<file path="src/rtl/spi_master_shifter.sv">
// SPI mode-0 master serial engine: pops words from a FWFT TX FIFO, shifts them
// out MSB-first on mosi, samples miso and pushes the received word to the RX FIFO.
module spi_master_shifter #(
  parameter int WIDTH   = 8,
  parameter int CLK_DIV = 4
) (
  input  logic             clk,
  input  logic             rst,
  input  logic             enable,
  input  logic [WIDTH-1:0] tx_data,
  input  logic             tx_empty,
  output logic             tx_pop,
  output logic [WIDTH-1:0] rx_data,
  input  logic             rx_full,
  output logic             rx_push,
  output logic             busy,
  output logic             sclk,
  output logic             mosi,
  input  logic             miso,
  output logic             cs_n
);

  localparam int DIV_W = (CLK_DIV > 1) ? $clog2(CLK_DIV) : 1;
  localparam int CNT_W = $clog2(WIDTH + 1);
  localparam logic [DIV_W-1:0] DIV_LAST = DIV_W'(CLK_DIV - 1);
  localparam logic [CNT_W-1:0] CNT_LAST = CNT_W'(WIDTH);

  typedef enum logic [2:0] {IDLE, LOW, HIGH, PUSH, WAIT_RX, CS_HOLD} state_t;

  state_t           state;
  logic [DIV_W-1:0] div;
  logic [CNT_W-1:0] bit_cnt;
  logic [WIDTH-1:0] tx_sr;
  logic [WIDTH-1:0] rx_sr;
  logic             div_done;
  logic             start;

  assign div_done = (div == DIV_LAST);
  assign start    = enable && !tx_empty;
  assign busy     = (state != IDLE);

  always_ff @(posedge clk or posedge rst) begin
    if (rst) begin
      state   <= IDLE;
      div     <= '0;
      bit_cnt <= '0;
      tx_sr   <= '0;
      rx_sr   <= '0;
      rx_data <= '0;
      tx_pop  <= 1'b0;
      rx_push <= 1'b0;
      sclk    <= 1'b0;
      mosi    <= 1'b0;
      cs_n    <= 1'b1;
    end else begin
      tx_pop  <= 1'b0;
      rx_push <= 1'b0;
      case (state)
        IDLE: begin
          sclk    <= 1'b0;
          cs_n    <= 1'b1;
          div     <= '0;
          bit_cnt <= '0;
          if (start) begin
            tx_pop <= 1'b1;
            tx_sr  <= tx_data;
            mosi   <= tx_data[WIDTH-1];
            cs_n   <= 1'b0;
            state  <= LOW;
          end
        end
        LOW: begin
          if (div_done) begin
            div     <= '0;
            sclk    <= 1'b1;
            rx_sr   <= {rx_sr[WIDTH-2:0], miso};
            bit_cnt <= bit_cnt + CNT_W'(1);
            state   <= HIGH;
          end else begin
            div <= div + DIV_W'(1);
          end
        end
        HIGH: begin
          if (div_done) begin
            div  <= '0;
            sclk <= 1'b0;
            if (bit_cnt == CNT_LAST) begin
              bit_cnt <= '0;
              state   <= PUSH;
            end else begin
              tx_sr <= tx_sr << 1;
              mosi  <= tx_sr[WIDTH-2];
              state <= LOW;
            end
          end else begin
            div <= div + DIV_W'(1);
          end
        end
        // Push waits out a full RX FIFO; sclk is already low so the bus just stalls.
        PUSH, WAIT_RX: begin
          if (!rx_full) begin
            rx_push <= 1'b1;
            rx_data <= rx_sr;
            if (start) begin
              tx_pop <= 1'b1;
              tx_sr  <= tx_data;
              mosi   <= tx_data[WIDTH-1];
              state  <= LOW;
            end else begin
              state <= CS_HOLD;
            end
          end else begin
            state <= WAIT_RX;
          end
        end
        CS_HOLD: begin
          if (div_done) begin
            div   <= '0;
            cs_n  <= 1'b1;
            state <= IDLE;
          end else begin
            div <= div + DIV_W'(1);
          end
        end
        default: state <= IDLE;
      endcase
    end
  end

endmodule

</file>
<file path="config.mk">
export PLATFORM = sky130hd
export DESIGN_NAME = spi_master_shifter
export DESIGN_NICKNAME = d
export VERILOG_FILES = /design/src/rtl/spi_master_shifter.sv
export SDC_FILE = /design/constraint.sdc
export NUM_CORES = 1
export LEC_CHECK = 0
export CAP_MARGIN = 10
export CORE_AREA = 2 2 86 67
export CTS_BUF_LIST = sky130_fd_sc_hd__clkbuf_16
export CTS_CLUSTER_DIAMETER = 40
export DETAILED_ROUTE_END_ITERATION = 10
export DIE_AREA = 0 0 88 69
export PLACE_DENSITY_LB_ADDON = 0.2
export SYNTH_ARGS = -nofsm -noshare
export SYNTH_HDL_FRONTEND = slang
export SYNTH_SLANG_ARGS = --single-unit
</file>
<file path="constraint.sdc">
create_clock -name clk -period 3.1 [get_ports clk]
set_clock_uncertainty 0.15 [all_clocks]
set_input_delay 0.62 -clock clk [delete_from_list [all_inputs] [get_ports clk]]
set_output_delay 0.62 -clock clk [all_outputs]
set_load 0.05 [all_outputs]
</file>
==> run summary <==
FP Rows: 23
Overall power: 0.002234 W
Cells after synthesis: 147
Reg2reg end: rx_data[0]
Final Cycle Share: 0.8589
RSZ-0062 raised after global routing: no
DIE HEIGHT: 69 µm
Num CTS Buffers: 5
Worst skew pair latency: 0.28 ns
Antenna-violating nets left: 0
DR pass1 iterations: 4
Final setup margin: 0.4373 ns
Sw power: 0.0008258 W
Vias in the first global route: 1226
Relative slew slack: 0.5961
Total leakage power: 0.9992 nW
Die X: 88 µm
Synth warn: 0
Register share of total power: 0.348
Cell-internal power: 0.001408 W
Core ar.: 5209 µm²
Post-Syn Area: 1772 µm²
CTS root buffer: clkbuf_16
Syn Nets: 164
Clock tree buffer depth: 2
Arrival time at the worst endpoint: 1.89 ns
Register area share after synthesis: 0.5233
Dpl cell area: 2102 µm²
Pin count of the biggest net entering global routing: 38
Fill cells: 472
Final Critical Period: 2.663 ns
# H-tree levels: 2
Outcome: finished, final reports clean
Post-synth EDFFs: 0
CP Capture Point: busy
WS Path Type: register to primary output
CTS tree: yes
Initial antenna violation count: 0
Congestion Overflow GR: 0
Kind of start point of the critical path: register
Maximum VDD drop: 0.4348 mV
DRC Markers: 0
Placer's final routability congestion estimate: 0.8064
Initial Util: 0.3401
Routed WL: 3232 µm
Worst Reg-to-Reg Cells: 4
First-pass GRT wire length: 5858 µm
Share of the synthesized area in the top cell type: 0.5085
Post-CTS Resized: 0
Fin. max-slew vios: 0
DRC marker count from the first detailed-route iteration: 61
Register area: 927.1 µm²
Flops & latches, synth: 37
Yosys top cell by area: dfrtp_1
Worst R2R Setup Slack: 0.87 ns
Crit path max fanout: 15
Layout area overhead: 28.04%
WL/cell: 12.93 µm
Setup bufs post-CTS: 0
Clock share of power: 0.252
Fmax achieved: 375.6 MHz
Nature of the critical path endpoint: primary output
Setup TNS Final: 0 ns
Crit. Startpoint: state[1]
DP Worst Slack: 0.3745 ns
Sw Ratio: 0.3697
Fin. Hold Viols: 0
I/O Pins: 28
Power share of the combinational group: 0.400
Antenna cells: 0
Clock-pin slew on the worst setup and hold paths: 0.05 ns
Clock net sink count: 37
Port bufs: 27
Worst r2r src: state[1]
CTS Hold Bufs: 0
Synth cell count leaders: dfrtp_1 (36), mux2_2 (30), inv_1 (9)
Dominant synthesized flop cell: dfrtp_1
DP Wirelength: 2294 µm
Top-count cell post-synth: dfrtp_1
Design area: 2268 µm²
Min-Delay Path Class: register to register
Number of max-cap violations: 0
# nets final: 191
Vias: 1168
Asr flop ratio synth: 1.000
Synth area leaders: dfrtp_1 (51%), mux2_2 (19%), ha_1 (2.1%)
Distinct cell type count after synthesis: 38
Mean post-synth cell area: 12.05 µm²
Die area: 6072 µm²
All-layer global routing usage: 0.1224
Count of final setup violators: 0
Power Density: 984.6 nW/µm²
Worst-Margin Slew: 0.6059 ns
Share of cells above drive strength 1: 0.2400
Area of the multi-input gates: 762.0 µm²
Vias/cell: 4.672
Worst Path Required: 2.33 ns
-- cell families after synthesis --
kind of cell    synth area share
simple gates             0.08263
fa+ha+maj                0.02119
buf+inv                  0.04660
flops                     0.5233
compound gates            0.1243
mux                       0.2020
-- power by group through the flow --
stage / Combinational [W] / Sequential [W] / Clock, W
final: 0.000892 / 0.000778 / 0.000563
after global routing: 0.000977 / 0.000804 / 0.000608
after CTS: 0.000902 / 0.000779 / 0.000578
after detailed placement: 0.000899 / 0.000785 / 0
after global placement: 0.000882 / 0.000777 / 0
after floorplan: 0.000540 / 0.000903 / 0
-- per-stage QoR --
| step | hold WS (ns) | utilization | instances |
|---|---|---|---|
| finish | 0.3442 | 0.4355 | 250 |
| detailed placement | 0.3366 | 0.4036 | 242 |
| global route | 0.3644 | 0.4355 | 250 |
| CTS | 0.3511 | 0.4355 | 250 |
| floorplan | 0.3028 | - | 147 |
| global placement | 0.3174 | 0.4036 | 242 |
-- layer usage --
layer | share of wire | wire [µm] | vias up | track usage
li1 | - | - | 579 | -
met1 | 0.50 | 1615 | 569 | 0.1740
met2 | 0.46 | 1488 | 18 | 0.1776
met3 | 0.033 | 108 | 2 | 0.04311
met4 | 0.0065 | 21 | 0 | 0.03077
met5 | 0 | 0 | - | 0
-- worst min path at each step --
stage,from,end,depth (start not counted)
2_1_floorplan,bit_cnt[3],bit_cnt[3],1
3_3_place_gp,bit_cnt[3],bit_cnt[3],1
3_5_place_dp,sclk,sclk,1
4_1_cts,sclk,sclk,1
5_1_grt,rx_data[1],rx_data[1],1
6_report,sclk,sclk,1
-- registers in the layout (all words and copies together), names as in the netlist --
signal,count
rx_sr,8
tx_sr,7
rx_push,1
rx_data,8
bit_cnt,4
tx_pop,1
state,3
mosi,1
div,2
sclk,1
cs_n,1
-- cells in the final DEF (no fill, tap or decap), drive strengths merged, types with 2 or more instances in the layout --
master and instances:
mux2 30, o21ai 6, a21o 2, dfrtp 36, and2 3, ha 3, clkdlybuf4s50 27, a31oi 2
nor2b 2, a21boi 2, nor2 7, clkbuf 5, mux2i 2, buf 2, o22ai 2, nor4 2
nand3b 2, inv 9, a21oi 7, nand2 6
-- layout make-up --
cell class / count / share of cell area
Timing Repair Buffer: 29 / 0.1258
Clock buffer: 5 / 0.05516
Multi-Input combinational cell: 92 / 0.3359
Sequential cell: 37 / 0.4087
Inverter: 9 / 0.01489
Clock inverter: 3 / 0.01820
Tap cell: 75 / 0.04137
-- critical path: stages (launching register included) --
cell             delay (ns)
dfrtp_1                0.53
nor3_1                 0.30
inv_1                  0.09
clkdlybuf4s50_1        0.71
Note: power is estimated with default switching activity, not from simulation.
